===== config.mk =====
export PLATFORM = sky130hd
export DESIGN_NAME = idct8_row_sched
export DESIGN_NICKNAME = d
export VERILOG_FILES = /design/src/rtl/idct8_row_sched.sv
export SDC_FILE = /design/constraint.sdc
export NUM_CORES = 1
export LEC_CHECK = 0
export ABC_CLOCK_PERIOD_IN_PS = 1400
export BUFFER_PORTS_ARGS = -buffer_cell sky130_fd_sc_hd__buf_2
export CORE_MARGIN = 2
export CORE_UTILIZATION = 50
export DETAILED_ROUTE_END_ITERATION = 6
export PLACE_DENSITY = 0.7
export SETUP_SLACK_MARGIN = 0.2
export SLEW_MARGIN = 25
export SYNTH_ARGS = -nofsm -noshare
export SYNTH_HDL_FRONTEND = slang
export SYNTH_SLANG_ARGS = --single-unit

===== constraint.sdc =====
create_clock -name clk -period 1.4 [get_ports clk]
set_input_delay 0.14 -clock clk [delete_from_list [all_inputs] [get_ports clk]]
set_output_delay 0.14 -clock clk [all_outputs]
set_load 0.02 [all_outputs]

===== src/rtl/idct8_row_sched.sv =====
// ============================================================================
// Module   : idct8_row_sched
// Purpose  : Row sequencer for eight 8-stage IDCT systolic MAC chains. It skews
//            the row coefficients onto the chain lanes and tags chain outputs.
// Revision : 1.0  initial release
// ============================================================================
`default_nettype none

module idct8_row_sched #(
    parameter int DW     = 25,
    parameter int SHIFT1 = 7,
    parameter int ADD1   = 64,
    parameter int SHIFT2 = 12,
    parameter int ADD2   = 2048
) (
    input  logic            clk,
    input  logic            reset,
    input  logic            in_valid,
    output logic            in_ready,
    input  logic [8*DW-1:0] in_data,
    input  logic            in_pass,
    output logic [8*DW-1:0] lane_data,
    output logic [3:0]      shift,
    output logic [DW-1:0]   add,
    output logic            out_valid,
    output logic            out_pass,
    output logic [2:0]      out_row,
    output logic            out_last,
    output logic            busy
);

    localparam logic [3:0]    C_SHIFT1 = 4'(SHIFT1);
    localparam logic [3:0]    C_SHIFT2 = 4'(SHIFT2);
    localparam logic [DW-1:0] C_ADD1   = DW'(ADD1);
    localparam logic [DW-1:0] C_ADD2   = DW'(ADD2);

    typedef enum logic [0:0] {
        IDLE   = 1'b0,
        ACTIVE = 1'b1
    } state_t;

    state_t     r_state;
    logic [2:0] r_row_cnt;
    logic       r_blk_pass;

    logic [7:0] r_tag_v;
    logic [7:0] r_tag_p;
    logic [2:0] r_tag_row [0:7];

    logic w_acc;
    logic w_tag_pass;

    // No stall exists downstream, so the block is always ready outside reset.
    assign in_ready   = ~reset;
    assign w_acc      = in_valid & in_ready;
    assign w_tag_pass = (r_state == IDLE) ? in_pass : r_blk_pass;

    always_ff @(posedge clk) begin
        if (reset) begin
            r_state    <= IDLE;
            r_row_cnt  <= 3'd0;
            r_blk_pass <= 1'b0;
        end else if (w_acc) begin
            r_row_cnt <= r_row_cnt + 3'd1;
            if (r_state == IDLE) begin
                r_blk_pass <= in_pass;
                r_state    <= ACTIVE;
            end else if (r_row_cnt == 3'd7) begin
                r_state <= IDLE;
            end
        end
    end

    // Tag stage i is visible in cycle a+1+i; stage 7 lines up with lane 7.
    always_ff @(posedge clk) begin
        if (reset) begin
            r_tag_v <= 8'd0;
            r_tag_p <= 8'd0;
            for (int i = 0; i < 8; i++) begin
                r_tag_row[i] <= 3'd0;
            end
        end else begin
            r_tag_v      <= {r_tag_v[6:0], w_acc};
            r_tag_p      <= {r_tag_p[6:0], w_tag_pass};
            r_tag_row[0] <= r_row_cnt;
            for (int i = 1; i < 8; i++) begin
                r_tag_row[i] <= r_tag_row[i-1];
            end
        end
    end

    // shift/add are loaded from stage 6 so they are valid while stage 7 is.
    always_ff @(posedge clk) begin
        if (reset) begin
            shift     <= C_SHIFT1;
            add       <= C_ADD1;
            out_valid <= 1'b0;
            out_pass  <= 1'b0;
            out_row   <= 3'd0;
            out_last  <= 1'b0;
        end else begin
            if (r_tag_v[6]) begin
                shift <= r_tag_p[6] ? C_SHIFT2 : C_SHIFT1;
                add   <= r_tag_p[6] ? C_ADD2   : C_ADD1;
            end
            out_valid <= r_tag_v[7];
            out_pass  <= r_tag_p[7];
            out_row   <= r_tag_row[7];
            out_last  <= r_tag_v[7] & (r_tag_row[7] == 3'd7);
        end
    end

    assign busy = (r_state == ACTIVE) | (|r_tag_v) | out_valid;

    // Lane k is a k+1 deep delay line; bubbles shift in zeros.
    for (genvar k = 0; k < 8; k++) begin : g_lane
        logic [DW-1:0] r_dly [0:k];

        always_ff @(posedge clk) begin
            if (reset) begin
                for (int i = 0; i <= k; i++) begin
                    r_dly[i] <= '0;
                end
            end else begin
                r_dly[0] <= w_acc ? in_data[k*DW +: DW] : '0;
                for (int i = 1; i <= k; i++) begin
                    r_dly[i] <= r_dly[i-1];
                end
            end
        end

        assign lane_data[k*DW +: DW] = r_dly[k];
    end

endmodule

`default_nettype wire


==> flow_metrics.tcl, run 1 <==
set metrics [dict create \
    grt_pass1_vias 15490 \
    place_area_sq_um 28560 \
    max_cap_viol_count 0 \
    insertion_delay_ns 0.63 \
    fin_crit_ns 1.621 \
    dpl.hpwl_um 27080 \
    start_util_pct 50.72 \
    ir_worst_vdd_mv 1.129 \
    grt_use_total_pct 18.05 \
    p_per_area_nw_per_um2 1530 \
    synth-seq-cells 953 \
    synth_area_leaders "dfxtp_1 (71%), nor2b_1 (17%), and2_1 (4.7%), buf_4 (4.3%), clkbuf_1 (1.3%)" \
    viasPerCell 4.256 \
    critPathCaptureType "output pin" \
    layout.nets 2891 \
    synth_common_cells "dfxtp_1 (953), nor2b_1 (744), and2_1 (200)" \
    final_cell_area_sq_um 35210 \
    ioPinCount 441 \
    whs_path_depth 4 \
    grt_max_degree 144 \
    finalNonFillerCells 3447 \
    cts_htree_levels 3 \
    synth_area_sq_um 26710 \
    first_pass_iters 4 \
    grt_antenna_before_repair 6 \
    worstMarginPinSlew_ns 0.6209 \
    maxClockFrequency_ghz 0.6168 \
    num_vias 14670 \
    cts_max_path_buffers 3 \
    finalMaxSlewViolations 0 \
    yosys.area.top_type "dfxtp_1" \
    routed_wl_um 50830 \
    avgSynthCellArea_sq_um 12.25 \
    synth_most_common_cell "dfxtp_1" \
    die_area_sq_um 55280 \
    multi_input_area_sq_um 6182 \
    cts_buffers 91 \
    cts_sinks 953 \
    area_delta_synth_final_pct 31.84 \
    drt_iter0_drc 490 \
    synth.top_cell.area_share_pct 71.44 \
    clock_skew_ns 0.02058 \
    synth_edf_count 0 \
    drc_errors 0 \
    synthFlopType "dfxtp_1" \
    worstRegToRegCells 3 \
    regArea_sq_um 19350 \
    critPathMaxFanout 2 \
    synth_async_sr_flop_share_pct 0 \
    yosysUniqueCellTypes 21 \
    rows 84 \
    dp.cells 3077 \
    cts_tree "done" \
    die_y_um 235.1 \
    status "complete, but fails checks" \
    leakagePower_uw 0.01486 \
    fillCellCount 3542 \
    ys_seq_area_share_pct 71.44 \
    yosys_warnings 0 \
    fp.dieW_um 235.1 \
    finalCritPeriodShare_pct 115.8 \
    finalSetupTns_ns -0.2213 \
    grt_overflow 0 \
    finalWeightedCongestion 0.8718 \
    root_buffer "clkbuf_16" \
    crit_required_ns 1.26 \
    cp-start-kind "flop" \
    violations "setup timing" \
    grt_pass1_wl_um 79490 \
    drive_gt1_share_pct 29.03 \
    relSlewSlack_pct 58.61 \
    synth_cells 2181 \
    io_buffers 416 \
    hold_viol 0 \
    clkSlewWorstSetupHoldPaths_ns 0.06 \
    worstPathArrival_ns 1.48 \
    hold_class "in2reg" \
    ant_nets 0 \
    rsz0062_at_grt "yes" \
    core_area_sq_um 52660 \
    worstSetupPathType "reg2out" \
    setup_violations 1 \
    wl_per_cell_um 14.75 \
    fin_ws_ns -0.2213 \
]
layout make-up:
type / instances / area share (%)
inverter: 1 / 0.01066
sequential: 953 / 54.95
clock inverter: 20 / 0.5828
timing repair buffer: 646 / 16.51
multi-input combinational: 992 / 17.56
tap: 688 / 2.445
antenna: 3 / 0.02132
clock buffer: 144 / 7.924
cells in the final DEF, fill, tap and decap left out, types with 2 or more instances in the layout:
cell	n
ha_1	2
clkbuf_8	25
o21ai_0	2
inv_6	4
buf_6	212
clkbuf_16	94
buf_12	13
nand3_1	2
nor2b_1	744
buf_2	203
diode_2	3
mux2i_1	2
mux2_2	2
buf_4	15
nor2_1	5
dfxtp_1	741
nand2_1	2
dlygate4sd3_1	202
clkbuf_1	25
and2_1	200
dfxtp_2	210
conb_1	24
clkinv_8	3
dfxtp_4	2
clkinv_2	9
bufinv_16	2
path summary, 6_finish.rpt:
kind | start | to | slack [ns]
setup / recovery | r_tag_v[5] | busy | -0.22
hold / removal | in_valid | r_blk_pass | 0.06
setup reg to reg | r_row_cnt[0] | r_row_cnt[2] | 0.23
hold reg to reg | g_lane[4].r_dly[0][98] | g_lane[4].r_dly[0][123] | 0.42
stage by stage:
step / utilization, % / hold slack, ns / total power [uW] / setup slack, ns
3_5_place_dp: 54.24 / 0.3411 / 29840 / 0.07021
2_1_floorplan: - / 0.2617 / 29300 / 0.2842
5_1_grt: 66.87 / 0.05158 / 55820 / -0.2602
6_report: 66.87 / 0.05732 / 53890 / -0.2213
3_3_place_gp: 54.24 / 0.3387 / 29800 / 0.1039
4_1_cts: 66.83 / 0.01595 / 54260 / -0.2689
worst max-delay path, cell delays in order (launching register included):
cell,delay (ns)
dfxtp_2,0.33
nor4_4,0.26
nand3_1,0.13
buf_6,0.15
state kept, by name (all words and copies together), names as in the netlist:
signal and flops:
r_tag_v 8, out_last 1, r_tag_row 24, r_blk_pass 1, g_lane.r_dly 900, shift 2
r_row_cnt 3, out_valid 1, out_row 3, out_pass 1, r_state 1, r_tag_p 8
what timing repair did:
action | 4_1_cts | 5_1_grt
setup buffers | 1 | 0
endpoints found under the hold margin | 204 | 0
setup endpoints to repair | 212 | 212
hold buffers | 202 | 0
cloned | 0 | 0
gates resized for setup | 638 | 3
pin swaps | 3 | 1
power breakdown:
group	total (uW)	switching, uW	internal [uW]
Combinational	2070	957	1110
Clock	24000	9940	14100
Sequential	27800	154	27700
Total	53900	11100	42800
routing by layer:
layer | vias to the layer above | share of wire [%] | global-route usage, %
met4 | 4 | 4.8 | 10.36
met3 | 145 | 6.1 | 4.995
li1 | 7393 | - | -
met2 | 400 | 50 | 31.73
met1 | 6727 | 39 | 19.48
met5 | - | 0.059 | 0
kinds of logic after synthesis:
| group | Yosys count | share of synthesized area [%] |
|---|---|---|
| xor+xnor | 1 | 0.03280 |
| mux | 4 | 0.1593 |
| compound gates | 3 | 0.05620 |
| buf+inv | 258 | 5.814 |
| fa+ha+maj | 2 | 0.09368 |
| simple gates | 958 | 22.38 |
| flops | 953 | 71.44 |
| other cells | 2 | 0.02812 |
Note: power is estimated with default switching activity, not from simulation.
==> run 2: changes to the inputs <==
==> constraint.sdc (replaced) <==
create_clock -name clk -period 1.4 [get_ports clk]
set_input_delay 0 -clock clk [delete_from_list [all_inputs] [get_ports clk]]
set_output_delay 0 -clock clk [all_outputs]
set_load 0.02 [all_outputs]
==> run 2 against run 1 <==
The run still ends with setup timing left. Clock power fell by 2%. Clock-buffer cell count fell by 19. Register-to-register slack barely moved. Sequential power barely moved. Design area fell by 3.2%. Maximum frequency rose by 6.5%.
==> flow_metrics.tcl, run 2 (synthesis gave the netlist of run 1 again) <==
set metrics [dict create \
    root_buffer "clkbuf_16" \
    met2WireLength_um 23300 \
    cts_setup_buffers 0 \
    cts_tree "done" \
    setup_violations 1 \
    grt_pass1_wl_um 77420 \
    grt_use_total_pct 17.43 \
    wl_per_cell_um 13.85 \
    hold_class "in2reg" \
    worstPathArrival_ns 1.52 \
    finalWeightedCongestion 0.8751 \
    area_delta_synth_final_pct 27.63 \
    die_area_sq_um 55280 \
    drt_iter0_drc 466 \
    start_util_pct 50.72 \
    ioPinCount 441 \
    final_cell_area_sq_um 34090 \
    violations "setup timing" \
    reg_top3 "g_lane.r_dly: 900 flops, r_tag_row: 24 flops" \
    fp.dieW_um 235.1 \
    dpl.hpwl_um 26690 \
    route.top_layer_used "met5" \
    core_area_sq_um 52660 \
    critPathMaxFanout 5 \
    leakagePower_uw 0.01492 \
    rsz0062_at_grt "yes" \
    maxClockFrequency_ghz 0.6570 \
    ir_worst_vdd_mv 1.070 \
    insertion_delay_ns 0.61 \
    clock_skew_ns 0.01767 \
    power_frac_seq_pct 52.2 \
    p_per_area_nw_per_um2 1560 \
    clockPowerShare_pct 43.9 \
    crit_required_ns 1.40 \
    layout_commonest_cell "dfxtp_1" \
    cts_max_path_buffers 3 \
    critPathCaptureType "output pin" \
    top_register "g_lane.r_dly" \
    finalMaxSlewViolations 0 \
    place_area_sq_um 28500 \
    cts_buffers 89 \
    ant_nets 0 \
    cp-start-kind "flop" \
    num_vias 14670 \
    rows 84 \
    wl_met1_um 20190 \
    die_y_um 235.1 \
    first_pass_iters 4 \
    grt_antenna_before_repair 4 \
    viasPerCell 4.206 \
    drc_errors 0 \
    p_sw_uw 10780 \
    p_int_uw 42400 \
    hold_viol 0 \
    status "complete, but fails checks" \
    clkSlewWorstSetupHoldPaths_ns 0.06 \
    io_buffers 416 \
    worstSetupPathType "reg2out" \
    max_cap_viol_count 0 \
    routed-wl-met3_um 2826 \
    layout.nets 2941 \
    fin_ws_ns -0.1221 \
    cts_htree_levels 3 \
    grt_max_degree 115 \
    p_sw_share_pct 20.27 \
    layout_common_cells "dfxtp_1 (950), nor2b_1 (744), buf_2 (404)" \
    drive_gt1_share_pct 21.15 \
    finalSetupTns_ns -0.1221 \
    grt_overflow 0 \
    largest_reg_flops 900 \
    relSlewSlack_pct 36.39 \
    routed_wl_um 48320 \
    grt_pass1_vias 15250 \
    finalCritPeriodShare_pct 108.7 \
    fin_crit_ns 1.522 \
    worstMarginPinSlew_ns 0.9510 \
    power_frac_comb_pct 3.8 \
    cts_sinks 953 \
]
==> run 2: critical path, cell delays in order, from the launching register on <==
cell and delay (ns):
dfxtp_4 0.38, nor4_4 0.27, nand3_2 0.12, buf_6 0.15
==> run 2: timing repair <==
action / 4_1_cts / 5_1_grt
pin swaps: 2 / 2
endpoints found under the hold margin: 410 / 0
resized for setup: 11 / 10
setup endpoints to repair: 6 / 34
hold buffers: 258 / 0
==> run 2: through the flow <==
| step | hold slack [ns] | cells | setup slack [ns] | utilization (%) | power (uW) |
|---|---|---|---|---|---|
| after floorplan | 0.1217 | 2203 | 0.2842 | - | 29300 |
| after global placement | 0.1991 | 3074 | 0.2122 | 54.13 | 29770 |
| after detailed placement | 0.2016 | 3074 | 0.2093 | 54.13 | 29820 |
| after CTS | 0.02829 | 3487 | -0.1551 | 64.66 | 53660 |
| after global routing | 0.06131 | 3489 | -0.2089 | 64.73 | 55160 |
| final | 0.06089 | 3489 | -0.1221 | 64.73 | 53170 |
==> run 2: layout make-up <==
| cell class | instances | area (sq um) |
|---|---|---|
| clock inverter | 30 | 294.0 |
| tap | 688 | 860.8 |
| inverter | 1 | 3.754 |
| fill | 3809 | 18570 |
| multi-input combinational | 992 | 6187 |
| sequential | 953 | 19080 |
| clock buffer | 125 | 2596 |
| timing repair buffer | 698 | 5054 |
| antenna | 2 | 5.005 |
==> run 2: worst paths after layout <==
check,from,end,slack (ns),cells past startpoint
setup / recovery,r_state,busy,-0.12,3
setup reg to reg,r_row_cnt[0],r_row_cnt[2],0.24,3
hold / removal,reset,g_lane[5].r_dly[0][74],0.06,5
hold reg to reg,g_lane[7].r_dly[0][88],g_lane[7].r_dly[1][13],0.42,1
==> run 2: per-layer routing <==
layer  vias to the layer above  track usage (%)
li1                       7486                -
met1                      6693            20.17
met2                       380            29.31
met3                       111            4.819
met4                         4            9.436
met5                         -                0
==> run 2: power groups by stage <==
stage	Combinational [uW]	Clock [uW]	Sequential, uW
final	2040	23400	27800
after global routing	2220	25100	27800
after CTS	2010	23900	27800
after detailed placement	1460	0	28400
after global placement	1420	0	28300
after floorplan	930	0	28400
==> run 3: changes to the inputs <==
Settings changed: CORE_ASPECT_RATIO set to 0.5.
==> run 3 against run 2 <==
The run ends with hold timing, setup timing left. Routed wire length down 10%. Clock skew shrank 0.0013 ns. Sequential cell count unchanged. Hold slack lost 0.066 ns. Maximum frequency grew 7.2%. Register-to-register slack improved by 0.02 ns. Sequential share of layout area increased by 1.6 points. Clock power down 7%. Utilization shrank 1.4 points. Combinational power is 7% lower.
==> flow_metrics.tcl, run 3 (synthesis gave the netlist of run 1 again) <==
set metrics [dict create \
    cts_buffers 78 \
    core_area_sq_um 52340 \
    wl_per_cell_um 12.68 \
    die_y_um 167.4 \
    grt_overflow 0 \
    grt_use_total_pct 15.49 \
    cts_sinks 953 \
    met3_usage_pct 4.206 \
    finalMaxSlewViolations 0 \
    reg_top3 "g_lane.r_dly: 900 flops, r_tag_row: 24 flops" \
    area_delta_synth_final_pct 24.09 \
    cts_max_path_buffers 3 \
    finalNonFillerCells 3431 \
    hold_viol 3 \
    p_per_area_nw_per_um2 1550 \
    gr-usage-met1_pct 16.77 \
    cts_htree_levels 3 \
    top_register "g_lane.r_dly" \
    finalSetupTns_ns -0.02011 \
    grt_pass1_wl_um 68280 \
    crit_required_ns 1.40 \
    cp-start-kind "flop" \
    insertion_delay_ns 0.60 \
    ioPinCount 441 \
    finalWeightedCongestion 0.7623 \
    use_met2_pct 27.98 \
    clock_skew_ns 0.01640 \
    violations "hold timing, setup timing" \
    relSlewSlack_pct 47.43 \
    maxClockFrequency_ghz 0.7042 \
    fp.dieW_um 330.8 \
    hold_class "in2reg" \
    grt_max_degree 188 \
    routed_wl_um 43510 \
    die_area_sq_um 55390 \
    layout_common_cells "dfxtp_1 (950), nor2b_1 (744), buf_2 (411)" \
    max_cap_viol_count 0 \
    layout_commonest_cell "dfxtp_1" \
    layout.nets 2873 \
    grt_pass1_vias 13540 \
    drc_errors 0 \
    fin_hold_ws_ns -0.005071 \
    ir_worst_vdd_mv 0.9853 \
    num_vias 13920 \
    worstSetupPathType "reg2out" \
    drt_iter0_drc 530 \
    dp.cells 3077 \
    drive_gt1_share_pct 20.57 \
    viasPerCell 4.057 \
    io_buffers 416 \
    cts_tree "done" \
    first_pass_iters 4 \
    setup_violations 1 \
    critPathCaptureType "output pin" \
    clkSlewWorstSetupHoldPaths_ns 0.07 \
    start_util_pct 51.03 \
    worstPathArrival_ns 1.42 \
    critPathMaxFanout 2 \
    postLayoutCoreUtil_pct 63.32 \
    grt_antenna_before_repair 3 \
    grt.busiest_layer "met2" \
    worstMarginPinSlew_ns 0.7885 \
    dpl.hpwl_um 24450 \
    fin_ws_ns -0.02011 \
    finalCritPeriodShare_pct 101.4 \
    largest_reg_flops 900 \
    fin_crit_ns 1.420 \
    rsz0062_at_grt "yes" \
    root_buffer "clkbuf_16" \
    rows 59 \
    ant_nets 0 \
    status "complete, but fails checks" \
    leakagePower_uw 0.01436 \
]
-- run 3: cell types whose count changed in the layout (fill, tap and decap cells not counted), moves of 2 or more --
| cell | before | now |
|---|---|---|
| buf_12 | 14 | 8 |
| buf_2 | 404 | 411 |
| buf_4 | 24 | 12 |
| bufinv_16 | 4 | 6 |
| clkbuf_1 | 16 | 21 |
| clkbuf_16 | 92 | 80 |
| clkbuf_8 | 17 | 12 |
| clkinv_2 | 15 | 10 |
| dlygate4sd3_1 | 253 | 207 |
-- run 3: worst paths after layout --
check	from	slack, ns	to	cells past startpoint
min reg2reg	g_lane[2].r_dly[0][16]	0.42	g_lane[2].r_dly[0][41]	1
max	r_tag_v[6]	-0.02	busy	3
max reg2reg	r_row_cnt[0]	0.26	r_row_cnt[2]	3
min	reset	-0.005	g_lane[5].r_dly[0][121]	3
-- run 3: layer usage --
layer | wire [um] | vias up
li1 | - | 7349
met1 | 17550 | 6149
met2 | 22070 | 299
met3 | 2047 | 124
met4 | 1842 | 0
met5 | 0 | -
-- run 3: stage by stage --
stage | power [uW] | setup slack, ns | hold WS, ns | instance area, sq um
CTS | 51920 | -0.07218 | 0.01265 | 33100
finish | 51360 | -0.02011 | -0.005071 | 33140
detailed placement | 29760 | 0.2335 | 0.2011 | 28420
global placement | 29730 | 0.2018 | 0.1980 | 28420
global route | 53390 | -0.1264 | 0.04014 | 33140
floorplan | 29300 | 0.2842 | 0.1217 | 26790
-- run 3: worst max-delay path: stages, from the launching register on --
cell and delay [ns]:
dfxtp_2 0.33, nor4_2 0.24, nand3_1 0.12, buf_6 0.15
-- run 3: power breakdown --
| part | switching, uW | leakage (uW) | internal (uW) |
|---|---|---|---|
| sequential | 116 | 0.00773 | 27600 |
| combinational | 898 | 0.00538 | 995 |
| clock | 9380 | 0.00125 | 12300 |
-- run 3: layout make-up --
type                            instances  area (sq um)
Inverter                                1         3.754
Antenna cell                            3         7.507
Clock inverter                         27         329.1
Multi-Input combinational cell        992          6176
Fill cell                            3927         19200
Sequential cell                       953         19080
Clock buffer                          113          2246
Timing Repair Buffer                  641          4418
Tap cell                              701         877.1
-- run 3: timing repair --
action,in CTS,in global routing
gates cloned,0,0
endpoints found under the hold margin,287,0
setup buffers,1,2
gates resized for setup,6,6
endpoints found under the setup margin,1,11
hold buffers,208,0
pin swaps,3,0
